**src/rtl/pipeline_pkg.sv**
```systemverilog
// Shared pipeline definitions for the ID-stage hazard logic.
//   REG_W    : architectural register-index width (16 registers)
//   slot_t   : shadow copy of one in-flight instruction's destination state
//   BUBBLE   : empty slot (all fields zero)
//   slot_hit : true when a slot will write back register r
package pipeline_pkg;

    localparam int unsigned REG_W = 4;

    typedef struct packed {
        logic             valid;
        logic [REG_W-1:0] dest;
        logic             wb_en;
        logic             mem_read;
    } slot_t;

    localparam slot_t BUBBLE = '0;

    function automatic logic slot_hit(input slot_t s, input logic [REG_W-1:0] r);
        return s.valid & s.wb_en & (s.dest == r);
    endfunction

endpackage

```
**src/rtl/hazard_match.sv**
```systemverilog
// Compares one ID source register against the EXE and MEM shadow slots.
// Ports:
//   exe_slot, mem_slot : current shadow slots
//   src                : source register index read by the ID instruction
//   src_en             : source is actually read (gates both match terms)
//   m_exe, m_mem       : source is produced by the EXE / MEM instruction
module hazard_match
    import pipeline_pkg::*;
(
    input  slot_t            exe_slot,
    input  slot_t            mem_slot,
    input  logic [REG_W-1:0] src,
    input  logic             src_en,
    output logic             m_exe,
    output logic             m_mem
);

    always_comb begin
        m_exe = src_en & slot_hit(exe_slot, src);
        m_mem = src_en & slot_hit(mem_slot, src);
    end

endmodule

```
**src/rtl/hazard_stall_unit.sv**
```systemverilog
// ID-stage stall decision for the 5-stage pipeline. Keeps a shadow copy of
// the EXE and MEM destination state, advanced in lock-step with the pipeline
// registers (held on freeze), and raises hazard_detected when the ID
// instruction cannot proceed.
// Ports:
//   clk, rst           : clock, synchronous active-low reset
//   freeze             : memory wait, all state holds
//   flush              : branch taken, ID instruction discarded
//   Forward_En         : forwarding enabled; only load-use stalls remain
//   id_valid, src1, src2, two_src, id_dest, id_wb_en, id_mem_read : ID instr
//   hazard_detected    : stall IF/ID, bubble into ID-EXE
//   mem_dest, mem_wb_en: shadow MEM slot for cross-checking
//   stall_count        : saturating count of stall cycles taken
module hazard_stall_unit
    import pipeline_pkg::*;
#(
    // Must match pipeline_pkg::REG_W, which sizes the shadow slots.
    parameter int unsigned REG_W = pipeline_pkg::REG_W,
    parameter int unsigned CNT_W = 16
) (
    input  logic             clk,
    input  logic             rst,
    input  logic             freeze,
    input  logic             flush,
    input  logic             Forward_En,
    input  logic             id_valid,
    input  logic [REG_W-1:0] src1,
    input  logic [REG_W-1:0] src2,
    input  logic             two_src,
    input  logic [REG_W-1:0] id_dest,
    input  logic             id_wb_en,
    input  logic             id_mem_read,
    output logic             hazard_detected,
    output logic [REG_W-1:0] mem_dest,
    output logic             mem_wb_en,
    output logic [CNT_W-1:0] stall_count
);

    slot_t            exe_q, exe_d;
    slot_t            mem_q;
    logic [CNT_W-1:0] cnt_q;

    logic m1_exe, m1_mem, m2_exe, m2_mem;
    logic hazard;

    hazard_match u_match_src1 (
        .exe_slot (exe_q),
        .mem_slot (mem_q),
        .src      (src1),
        .src_en   (1'b1),
        .m_exe    (m1_exe),
        .m_mem    (m1_mem)
    );

    hazard_match u_match_src2 (
        .exe_slot (exe_q),
        .mem_slot (mem_q),
        .src      (src2),
        .src_en   (two_src),
        .m_exe    (m2_exe),
        .m_mem    (m2_mem)
    );

    // Flush wins over any hazard: the ID instruction is being discarded.
    always_comb begin
        hazard = 1'b0;
        if (id_valid && !flush) begin
            if (Forward_En) begin
                // Only a load result in EXE is too late to forward.
                hazard = (m1_exe | m2_exe) & exe_q.mem_read;
            end else begin
                hazard = m1_exe | m1_mem | m2_exe | m2_mem;
            end
        end
    end

    always_comb begin
        exe_d = BUBBLE;
        if (id_valid && !hazard && !flush) begin
            exe_d.valid    = 1'b1;
            exe_d.dest     = id_dest;
            exe_d.wb_en    = id_wb_en;
            exe_d.mem_read = id_mem_read;
        end
    end

    always_ff @(posedge clk) begin
        if (!rst) begin
            exe_q <= BUBBLE;
            mem_q <= BUBBLE;
            cnt_q <= '0;
        end else if (!freeze) begin
            mem_q <= exe_q;
            exe_q <= exe_d;
            if (hazard && (cnt_q != '1)) begin
                cnt_q <= cnt_q + CNT_W'(1);
            end
        end
    end

    assign hazard_detected = hazard;
    assign mem_dest        = mem_q.dest;
    assign mem_wb_en       = mem_q.valid & mem_q.wb_en;
    assign stall_count     = cnt_q;

endmodule

```
**config.mk**
```make
export PLATFORM = sky130hd
export DESIGN_NAME = hazard_stall_unit
export DESIGN_NICKNAME = d
export VERILOG_FILES = /design/src/rtl/pipeline_pkg.sv /design/src/rtl/hazard_match.sv /design/src/rtl/hazard_stall_unit.sv
export SDC_FILE = /design/constraint.sdc
export NUM_CORES = 1
export LEC_CHECK = 0
export BUFFER_PORTS_ARGS = -buffer_cell sky130_fd_sc_hd__buf_2
export CELL_PAD_IN_SITES_DETAIL_PLACEMENT = 0
export CELL_PAD_IN_SITES_GLOBAL_PLACEMENT = 1
export CORE_UTILIZATION = 37
export DETAILED_ROUTE_END_ITERATION = 6
export HOLD_SLACK_MARGIN = 0.02
export PLACE_DENSITY = 0.88
export SLEW_MARGIN = 20
export SYNTH_ARGS = -nofsm -noshare
export SYNTH_HDL_FRONTEND = slang
export SYNTH_SLANG_ARGS = --single-unit
```
**constraint.sdc**
```tcl
create_clock -name clk -period 2.25 [get_ports clk]
set_input_delay 0.45 -clock clk [delete_from_list [all_inputs] [get_ports clk]]
set_output_delay 0.45 -clock clk [all_outputs]
set_load 0.02 [all_outputs]
```
# Yosys cells after proc, flatten, opt, wreduce, memory -nomap -nowiden
# Cells that the tools add are included.
# classes
addsub,1
n_mul,0
n_div,0
magnitude_cmp,0
n_eq_ne,5
n_shift,0
n_mux,3
n_bitwise,14
n_reduce_logical,7
# op_table
cell,n
"16-bit by 1-bit adder with 16-bit output, second input constant",1
4-bit == test,4
"16-bit != test, second input constant",1
1-bit bitwise AND,9
7-bit two-way mux,1
1-bit logical AND,4
1-bit bitwise OR,4
1-bit logical NOT,2
1-bit two-way mux,2
2-bit AND reduction,1
1-bit NOT,1
# totals
regBits,29
latch_bits,0
ramBits,0
romBits,0
in_bits,21
word_cells,38
mem_count,0

# Logic depth before layout (Yosys ltp)
# Gate-level depths: netlist of the first run.
# depth
depth_word,11
ltp_mapped,8

# Cells and area by module
# From an unflattened synthesis of the first run, not the netlist that was laid out.
# hier_totals
hier_cells,169
area_unflattened_um2,1547.7
# by_module_without_submodules
mod,instances,cells_per_inst,area_each_um2,seq_area_each_um2
hazard_stall_unit,1,145,1332.5,600.6
hazard_match,2,12,107.6,0.0

# Worst setup path after synthesis of the first run
# OpenSTA, ideal clock, no wires.
# synth_path
path_kind,in2out
from,in src1[3]
to,out hazard_detected
arrival_ns,1.707
required_time_ns,1.800
path_slack_ns,0.093
path_stages,5
path_cell_list,xor2_1 > nor4_2 > o2bb2ai_2 > nor2_1 > nor3b_1
# synth_via
elab_chain_len,7
# synth_rtl
item,line_no,rtl
"start, declared",hazard_stall_unit.sv:27,"input logic [REG_W-1:0] src1,"
4-bit == test,pipeline_pkg.sv:20,return s.valid & s.wb_en & (s.dest == r);
1-bit bitwise AND,pipeline_pkg.sv:20,
1-bit bitwise OR (3 in series),hazard_stall_unit.sv:72,hazard = m1_exe | m1_mem | m2_exe | m2_mem;
1-bit two-way mux (*),hazard_stall_unit.sv:68,if (Forward_En) begin
1-bit two-way mux (*),hazard_stall_unit.sv:67,if (id_valid && !flush) begin
"end, declared",hazard_stall_unit.sv:33,"output logic hazard_detected,"
# Mark *: on every way between the ends. The rest lies on a longest branch, timed or not.

# Worst setup path after layout of the first run
# layout_path
from,reg exe_q[4] in the netlist's numbering
to,out hazard_detected
# layout_via
elab_chain_len,7
# layout_rtl
item,line_no,rtl
"start, declared",hazard_stall_unit.sv:39,"slot_t exe_q, exe_d;"
"start signal, assigned",hazard_stall_unit.sv:89,exe_q <= BUBBLE;
"start signal, assigned",hazard_stall_unit.sv:94,exe_q <= exe_d;
4-bit == test,pipeline_pkg.sv:20,
1-bit bitwise AND,pipeline_pkg.sv:20,
1-bit bitwise OR / 1-bit bitwise AND (equally long branches),"hazard_stall_unit.sv:72, hazard_match.sv:19",
1-bit bitwise OR (on tied branches),"hazard_stall_unit.sv:72, hazard_stall_unit.sv:70",
1-bit bitwise OR / 1-bit bitwise AND (equally long branches),"hazard_stall_unit.sv:72, hazard_stall_unit.sv:70",
1-bit two-way mux (*),hazard_stall_unit.sv:68,
1-bit two-way mux (*),hazard_stall_unit.sv:67,
# Marks and branches as above.

==> results of run 1 <==
-- through the flow --
stage | setup TNS [ps] | area [um^2]
6_report | 0 | 1880
5_1_grt | -49.1 | 1880
4_1_cts | 0 | 1850
3_5_place_dp | 0 | 1770
3_3_place_gp | 0 | 1770
2_1_floorplan | 0 | 1510
-- power by group --
part	internal, mW	switching [mW]
sequential	0.518	0.00523
combinational	0.0367	0.0411
clock	0.213	0.203
-- timing repair --
action / in CTS / in global routing
endpoints found under the setup margin: 0 / 1
setup buffers: 0 / 1
resized for setup: 0 / 6
hold buffers: 0 / 0
-- layer usage --
metal,vias up,global-route usage
li1,713,-
met1,654,0.226
met2,34,0.284
met3,5,0.0534
met4,0,0.0408
met5,-,0
-- final timing paths --
path                            slack (ps)                          end                startpoint
worst max-delay path                    90              hazard_detected     exe_q[4]$_SDFFE_PN0N_
worst min-delay path                   430        exe_q[1]$_SDFFE_PN0N_                  id_wb_en
worst max register to register         140  stall_count[6]$_SDFFE_PN0P_  mem_dest[2]$_SDFFE_PN0N_
worst min register to register         500        exe_q[1]$_SDFFE_PN0N_     exe_q[1]$_SDFFE_PN0N_
-- worst reg2reg max path: cells and delay by family (launching register included) --
kind,cells,cell delay (ps)
flip-flops,1,350
buffers and inverters,2,370
AND/OR/NAND/NOR,2,690
XOR/XNOR,1,170
AO/OA/AOI/OAI,3,470
-- cell families (layout without fill, tap and decap cells) --
family / count (synthesis) / after routing / synth area share
simple gates: 65 / 65 / 0.238
mux: 8 / 8 / 0.0532
flops: 29 / 29 / 0.385
xor+xnor: 18 / 18 / 0.105
fa+ha+maj: 1 / 1 / 0.00830
buf+inv: 13 / 61 / 0.0482
compound gates: 36 / 36 / 0.162
-- registers in the layout, indices dropped and copies added, names as in the netlist --
name         cells
stall_count     16
exe_q            7
mem_dest         4
mem_q            2
-- placed cells by master (no fill, tap or decap), types with 5 or more instances in the layout --
master	count
a21oi_1	11
nand2_1	10
or4_1	5
clkbuf_8	5
buf_2	42
buf_4	8
mux2i_1	8
o21ai_0	8
xor2_1	5
nand3_1	10
a32oi_1	6
dfxtp_1	25
or3_1	6
xnor2_1	13
nor2_1	16
o31ai_1	5
-- layout make-up --
type,count,area (um^2),area share
clock buffers,5,68.8,0.0366
clock inverters,3,17.5,0.00932
inverters,3,11.3,0.00599
multi-input cells,128,866,0.461
flip-flops and latches,29,586,0.312
well taps,48,60.1,0.0320
repair buffers,50,270,0.144
==> flow_summary_export.csv, run 1 <==
group,metric,value,unit
layout,layout.nets,239,
drt,firstDrtPassIters,4,
timing,min_period,2160,ps
global_route,grt_pass1_wl,5.80,mm
synthesis,synthFlopType,"dfxtp_1",
global_route,grt_overflow,0,
pwr,powerDensity,541,nW/um^2
drt,wirelength,3.53,mm
worst_setup_path,startpoint_type,"flop",
worst_setup_path,crit_chain,"xnor2_1, nand4_1, o22ai_2, buf_4, nor2_1, nor3b_1, buf_2",
synthesis,synth.avg_cell_area,8.86,um^2
timing,hold_viol_final,0,
global_route,antenna_found_initial,0,
worst_setup_path,r2r_cells,8,
layout,syn_to_final_growth,24.8,%
worst_setup_path,crit_family,"flip-flops",
synthesis,synthArstFlopShare,0,
placed_design,io_buffers,42,
placed_design,gp_congestion,0.841,
worst_setup_path,worst-path-stages,7,
clock_network,clockRootBuffer,"clkbuf_8",
synthesis,synth_most_common_cell,"dfxtp_1",
layout,fin_util,0.498,
worst_setup_path,worstSetupPathType,"reg -> out",
placed_design,dp_hpwl,2.55,mm
pwr,p_leak,0.741,nW
pwr,irDropWorstVdd,313,uV
die,dieWidth,65.8,um
drt,ant_nets,0,
drt,vias_per_cell,5.29,
die,core_area,3770,um^2
placed_design,pre_cts_slack,21.6,ps
timing,drv_slew,0,
clock_network,cts_buffer_depth,2,
placed_design,placed_cells,257,
timing,tightest_slew,451,ps
worst_setup_path,cp_slowest_cell,"dfxtp_1",
clock_network,numCtsBuffers,5,
synthesis,yosysTopAreaCell,"dfxtp_1",
worst_setup_path,critPathArrivalTime,1710,ps
synthesis,synth_fp_nets,192,
global_route,gr-usage-all-layers,0.175,
synthesis,synth_warnings,0,
die,dieArea,4330,um^2
worst_setup_path,endpoint_kind,"output pin",
synthesis,seq_area_frac_synth,0.385,
synthesis,synth.top_cells.by_count,"29 x dfxtp_1, 16 x nor2_1, 13 x xnor2_1",
synthesis,synth.top_cell.area_share,0.385,
layout,stdcell_count,266,
drt,wl_met2,1.62,mm
layout,fill_cells,370,
worst_setup_path,worstPathRequired,1800,ps
die,num_rows,22,
clock_network,clk-insertion-delay-late,270,ps
synthesis,synth.cell_area,1510,um^2
die,die_h,65.8,um
drt,wl_met1,1.68,mm
status,status,"complete, no violations",
timing,period_share,0.959,
timing,hold_slack,429,ps
drt,dr_wl_met3,201,um
worst_setup_path,worst-path-buf-inv,2,
timing,worst_clock_skew,1.66,ps
die,io_pins,43,
drt,post_drt_wl_per_cell,13.3,um
drt,routed.top_layer,"met4",
timing,setup_slack,91.7,ps
layout,insertedDiodeCount,0,
layout,drive_gt1_frac,0.317,
drt,num_vias,1406,
drt,drcViolationCount,0,
clock_network,cts_tree,"built",
synthesis,ys_types,36,
worst_hold_path,hold_class,"in -> reg",
synthesis,netlist_instances,170,
global_route,grt_pass1_vias,1279,
worst_setup_path,critPathMaxFanout,4,
synthesis,synth_enable_flop_cells,0,
synthesis,synth_top_cells_by_area,"dfxtp_1 39%, xnor2_1 7.6%, mux2i_1 5.3%, nor2_1 4.0%, a21oi_1 3.7%",
timing,setup_viol,0,
clock_network,h-tree-depth,2,
pwr,fin_total_pwr,1.02,mW
flow_run,drv_cap,0,
clock_network,clkSlewWorstSetupHoldPaths,70,ps
timing,fmax,463,MHz
worst_setup_path,max_stage_delay,420,ps
die,initial_core_util,0.399,
timing,grt_setup_unrepaired,"true",
synthesis,ys_ff_latch,29,
worst_hold_path,whs_path_depth,3,
clock_network,cts_sinks,29,
timing,slew_headroom,0.699,
global_route,grt_max_degree,26,
drt,drt_iter0_drc,62,
Power figures use the tool's default switching activity.
==> run 2: changes to the inputs <==
Settings changed: CORE_UTILIZATION 37 to 34, PLACE_DENSITY 0.88 to 0.86.
Clock period 2.25 ns to 1.8 ns, I/O delays scaled along.
==> run 2 against run 1 <==
Net effect:
- the flow now finishes with violations (setup timing)
- critical path depth stayed put
- clock skew up 1.9 ps
- global-route usage is 0.18 points higher
- highest routed layer unchanged
- cell count up 13%
- via count is 9.6% higher
- clock-buffer cell count rose by 2
- wire length up 13%
- combinational power up 47%
- core utilization up 4.7 points
- flip-flop and latch count unchanged
==> flow_summary_export.csv, run 2 (synthesis gave the netlist of run 1 again) <==
group,metric,value,unit
worst_setup_path,critPathMaxFanout,3,
status,violations,"setup timing",
die,dieWidth,68.6,um
status,status,"complete, but fails checks",
global_route,antenna_found_initial,0,
layout,fin_util,0.545,
drt,drt_iter0_drc,39,
drt,vias_per_cell,5.12,
clock_network,cts_tree,"built",
layout,insertedDiodeCount,0,
layout,syn_to_final_growth,49.0,%
worst_setup_path,reg2reg_from,"mem_dest[1]$_SDFFE_PN0N_",
worst_setup_path,crit_chain,"xor2_2, nor4_4, o2bb2ai_4, buf_6, nor2_2, nor3b_2, buf_4",
placed_design,placed_cells,288,
global_route,grt_pass1_vias,1413,
placed_design,dp_hpwl,2.81,mm
die,io_pins,43,
layout,stdcell_count,301,
clock_network,cts_sinks,29,
timing,hold_slack,335,ps
pwr,p_leak,0.939,nW
drt,wirelength,3.98,mm
timing,period_share,1.18,
layout,mostFrequentLayoutCell,"buf_2",
placed_design,gp_congestion,0.729,
worst_setup_path,reg2reg_to,"stall_count[6]$_SDFFE_PN0P_",
worst_setup_path,critPathArrivalTime,1760,ps
layout,layout.nets,272,
pwr,powerDensity,609,nW/um^2
global_route,gr-usage-all-layers,0.177,
worst_setup_path,cp_slowest_cell,"dfxtp_4",
worst_setup_path,endpoint_kind,"output pin",
layout,fill_cells,387,
timing,hold_viol_final,0,
clock_network,clockRootBuffer,"clkbuf_8",
worst_setup_path,r2r_cells,8,
worst_setup_path,startpoint_type,"flop",
clock_network,clkSlewWorstSetupHoldPaths,60,ps
worst_setup_path,crit_start,"mem_dest[1]$_SDFFE_PN0N_",
global_route,grt_max_degree,26,
die,die_h,68.6,um
clock_network,cts_buffer_depth,2,
worst_setup_path,endpoint,"hazard_detected",
drt,drcViolationCount,0,
worst_setup_path,worst-path-stages,7,
die,core_area,4120,um^2
flow_run,drv_cap,0,
drt,post_drt_wl_per_cell,13.2,um
worst_setup_path,worstSetupPathType,"reg -> out",
timing,fmax,472,MHz
layout,drive_gt1_frac,0.454,
layout,largest_reg_flops,16,
drt,firstDrtPassIters,4,
pwr,irDropWorstVdd,342,uV
pwr,fin_total_pwr,1.37,mW
die,num_rows,23,
worst_hold_path,hold_class,"in -> reg",
global_route,grt_pass1_wl,6.03,mm
timing,slew_headroom,0.697,
layout,multiInputGateArea,942,um^2
placed_design,io_buffers,42,
die,dieArea,4700,um^2
worst_setup_path,worst-path-buf-inv,2,
clock_network,numCtsBuffers,5,
worst_setup_path,worstPathRequired,1440,ps
layout,register_area,596,um^2
placed_design,pre_cts_slack,-396,ps
timing,min_period,2120,ps
timing,grt_setup_unrepaired,"true",
drt,num_vias,1541,
worst_setup_path,max_stage_delay,360,ps
clock_network,h-tree-depth,2,
clock_network,clk-insertion-delay-late,280,ps
timing,worst_clock_skew,3.55,ps
layout,final_cell_mix,"41 x buf_2, 39 x buf_4, 21 x dfxtp_1, 15 x nor2_1, 13 x xnor2_1",
worst_setup_path,r2r_setup_slack,-280,ps
timing,setup_slack,-317,ps
global_route,grt_overflow,0,
die,initial_core_util,0.366,
timing,tightest_slew,453,ps
timing,drv_slew,0,
drt,ant_nets,0,
timing,setup_viol,16,
worst_setup_path,crit_family,"simple AND/OR/NAND/NOR gates",
## run 2: per-stage QoR
| step | instance area (um^2) | setup TNS [ps] |
|---|---|---|
| final | 2240 | -3180 |
| after detailed placement | 2000 | -4930 |
| after CTS | 2150 | -3210 |
| after global placement | 2000 | -3670 |
| after global routing | 2240 | -4470 |
| after floorplan | 1520 | 0 |
## run 2: final cells by class
cell class                 count  share of cell area
multi-input combinational    128               0.420
sequential                    29               0.265
timing repair buffer          83               0.237
clock buffer                   7              0.0429
tap                           50              0.0279
inverter                       3             0.00502
clock inverter                 1             0.00223
## run 2: worst min path at each step
stage | startpoint | to | slack, ps | depth (start not counted)
final | id_dest[2] | exe_q[4]$_SDFFE_PN0N_ | 340 | 3
after detailed placement | stall_count[12]$_SDFFE_PN0P_ | stall_count[12]$_SDFFE_PN0P_ | 480 | 2
after global placement | stall_count[12]$_SDFFE_PN0P_ | stall_count[12]$_SDFFE_PN0P_ | 470 | 2
after global routing | id_dest[2] | exe_q[4]$_SDFFE_PN0N_ | 340 | 3
after floorplan | exe_q[1]$_SDFFE_PN0N_ | exe_q[1]$_SDFFE_PN0N_ | 460 | 2
after CTS | id_dest[2] | exe_q[4]$_SDFFE_PN0N_ | 330 | 3
## run 2: where the power goes
part           switching [mW]  internal, mW  leakage (nW)
clock network           0.257         0.345        0.0542
logic                  0.0591        0.0548         0.646
registers             0.00493         0.645         0.239
total                   0.321          1.04         0.939
## run 2: what timing repair did
| action | 4_1_cts | 5_1_grt |
|---|---|---|
| pin swaps | 4 | 6 |
| buffers inserted | 2 | 3 |
| hold buffers | 0 | 0 |
| gates resized for setup | 9 | 13 |
| endpoints found under the setup margin | 16 | 21 |
## run 2: metal layers
layer	global-route usage	vias to the layer above	routed length, um
met3	0.0444	8	187
met1	0.193	714	1710
met5	0	-	0
met2	0.316	39	2010
met4	0.0885	0	70
li1	-	780	-
## run 2: tightest hold or removal path, stage by stage
cell and delay (ps):
buf_2 80, a32oi_1 70, nor2_1 70
==> run 3: changes to the inputs <==
Settings changed: ABC_AREA from default to 1.
==> run 3 against run 2 <==
Net effect:
- the flow still finishes with violations (setup timing)
- power fell by 2.8%
- maximum frequency rose by 17%
- clock power fell by 13%
- register-to-register slack improved by 420 ps
- via count rose by 18%
- first-iteration DRC count rose by 56%
- setup slack improved by 310 ps
- critical path depth rose by 2
- largest cell class unchanged
==> flow_summary_export.csv, run 3 <==
group,metric,value,unit
status,status,"complete, but fails checks",
status,violations,"setup timing",
clock_network,cts_tree,"built",
synthesis,synth_enable_flop_cells,0,
drt,firstDrtPassIters,4,
synthesis,synth.top_cell.area_share,0.310,
global_route,grt_pass1_vias,1694,
layout,syn_to_final_growth,26.8,%
synthesis,seq_area_frac_synth,0.310,
placed_design,gp_congestion,0.818,
timing,period_share,1.01,
synthesis,synth_warnings,0,
pwr,intPower,976,uW
synthesis,synth.top_cells.by_count,"59 x nand2_1, 30 x nor2_1, 29 x dfxtp_1",
worst_setup_path,worstPathRequired,1440,ps
pwr,p_leak,1.05,nW
placed_design,io_buffers,42,
timing,slew_headroom,0.811,
layout,drive_gt1_frac,0.367,
placed_design,place_area,2150,um^2
synthesis,netlist_instances,268,
synthesis,synth.cell_area,1880,um^2
layout,largest_reg_flops,16,
pwr,pwr-share-comb,0.108,
global_route,grt_pass1_wl,7.52,mm
clock_network,cts_sinks,29,
layout,mostFrequentLayoutCell,"nand2_1",
synthesis,synthArstFlopShare,0,
global_route,grt_max_degree,20,
clock_network,clk-insertion-delay-late,280,ps
layout,fin_util,0.457,
global_route,grt_overflow,0,
clock_network,cts_buffer_depth,2,
drt,vias_per_cell,4.59,
drt,drcViolationCount,0,
layout,final_cell_mix,"56 x nand2_1, 41 x buf_2, 27 x nor2_1, 25 x inv_1, 22 x nand3_1",
pwr,powerDensity,558,nW/um^2
drt,post_drt_wl_per_cell,10.8,um
timing,setup_viol,1,
clock_network,h-tree-depth,2,
die,initial_core_util,0.360,
timing,grt_setup_unrepaired,"true",
die,core_area,5200,um^2
synthesis,synth_fp_nets,290,
layout,final_area,2380,um^2
worst_hold_path,hold_class,"in -> reg",
worst_setup_path,startpoint_type,"flop",
timing,min_period,1810,ps
timing,setup_tns,-10.7,ps
synthesis,ys_ff_latch,29,
worst_setup_path,worstSetupPathType,"reg -> out",
placed_design,dp_hpwl,3.15,mm
die,die_h,76.3,um
worst_setup_path,critPathMaxFanout,4,
die,dieArea,5820,um^2
global_route,antenna_found_initial,0,
pwr,power_frac_clock,0.393,
drt,wirelength,4.30,mm
pwr,irDropWorstVdd,266,uV
clock_network,clkSlewWorstSetupHoldPaths,60,ps
synthesis,synth_top_cells_by_area,"dfxtp_1 31%, nand2_1 12%, nor2_1 6.0%, nand3_1 5.9%, inv_1 5.6%",
clock_network,numCtsBuffers,5,
timing,worst_clock_skew,3.74,ps
layout,layout.nets,348,
synthesis,synth_most_common_cell,"nand2_1",
die,dieWidth,76.3,um
synthesis,ys_types,26,
pwr,p_sw_frac,0.265,
timing,hold_viol_final,0,
worst_setup_path,endpoint_kind,"output pin",
drt,drt_iter0_drc,61,
layout,fill_cells,543,
timing,setup_slack,-10.7,ps
worst_setup_path,critPathArrivalTime,1450,ps
placed_design,pre_cts_slack,89.7,ps
flow_run,drv_cap,0,
synthesis,synthFlopType,"dfxtp_1",
die,num_rows,26,
drt,ant_nets,0,
pwr,p_switching,352,uW
die,io_pins,43,
pwr,sequentialPowerShare,0.499,
timing,tightest_slew,284,ps
drt,num_vias,1823,
global_route,gr-usage-all-layers,0.159,
clock_network,clockRootBuffer,"clkbuf_8",
timing,drv_slew,0,
timing,fmax,552,MHz
layout,insertedDiodeCount,0,
synthesis,yosysTopAreaCell,"dfxtp_1",
synthesis,synth.avg_cell_area,7.00,um^2
run 3: layout make-up:
| cell class | count | area [um^2] | share of cell area |
|---|---|---|---|
| multi-input cells | 199 | 1120 | 0.472 |
| flip-flops and latches | 29 | 598 | 0.251 |
| repair buffers | 61 | 367 | 0.154 |
| inverters | 30 | 118 | 0.0494 |
| well taps | 70 | 87.6 | 0.0368 |
| clock buffers | 5 | 68.8 | 0.0289 |
| clock inverters | 3 | 17.5 | 0.00736 |
run 3: per-stage QoR:
step | total power, mW | hold WS, ps | instances
final | 1.33 | 341 | 397
after global routing | 1.40 | 341 | 397
after CTS | 1.34 | 332 | 393
after detailed placement | 0.809 | 459 | 379
after global placement | 0.808 | 457 | 379
after floorplan | 0.768 | 445 | 268
run 3: cells by family after synthesis:
| family | Yosys count | synth area share |
|---|---|---|
| AOI/OAI and AO/OA | 34 | 0.111 |
| adders and majority gates | 1 | 0.00667 |
| and+or+nand+nor | 143 | 0.366 |
| DFF | 29 | 0.310 |
| xor gates and xnor gates | 20 | 0.0934 |
| buffers and inverters | 41 | 0.113 |
run 3: critical path, stage by stage, from the launching register on:
cell,delay [ps]
dfxtp_4,360
xor2_1,160
nor2_2,110
nand2_1,70
nand2_2,90
nand2_4,70
nand2_8,80
inv_4,40
nor2_4,70
buf_6,120
run 3: repair_timing:
item                       CTS  global route
setup buffers                6             3
cloned                       0             1
setup endpoints to repair    1            13
hold buffers                 0             0
gates resized for setup     13            14
pin swaps                   13             7
run 3: worst paths after layout:
kind,startpoint,slack [ps],cells past startpoint,end
setup / recovery,mem_dest[1]$_SDFFE_PN0N_,-10,9,hazard_detected
hold / removal,id_dest[3],340,3,exe_q[5]$_SDFFE_PN0N_
setup reg to reg,mem_dest[1]$_SDFFE_PN0N_,140,12,stall_count[1]$_SDFFE_PN0P_
hold reg to reg,exe_q[0]$_SDFFE_PN0N_,470,2,exe_q[0]$_SDFFE_PN0N_
run 3: routing by layer:
layer	global-route usage	part of all wire	vias to the layer above
met5	0	0	-
met4	0.0577	0.014	0
met2	0.273	0.47	31
li1	-	-	967
met1	0.194	0.48	819
met3	0.0323	0.039	6
run 3: power by group through the flow:
stage / sequential [mW] / combinational, mW / clock (mW)
after CTS: 0.663 / 0.138 / 0.542
after floorplan: 0.676 / 0.0924 / 0
after global routing: 0.663 / 0.161 / 0.578
after detailed placement: 0.678 / 0.131 / 0
after global placement: 0.678 / 0.130 / 0
final: 0.662 / 0.144 / 0.522
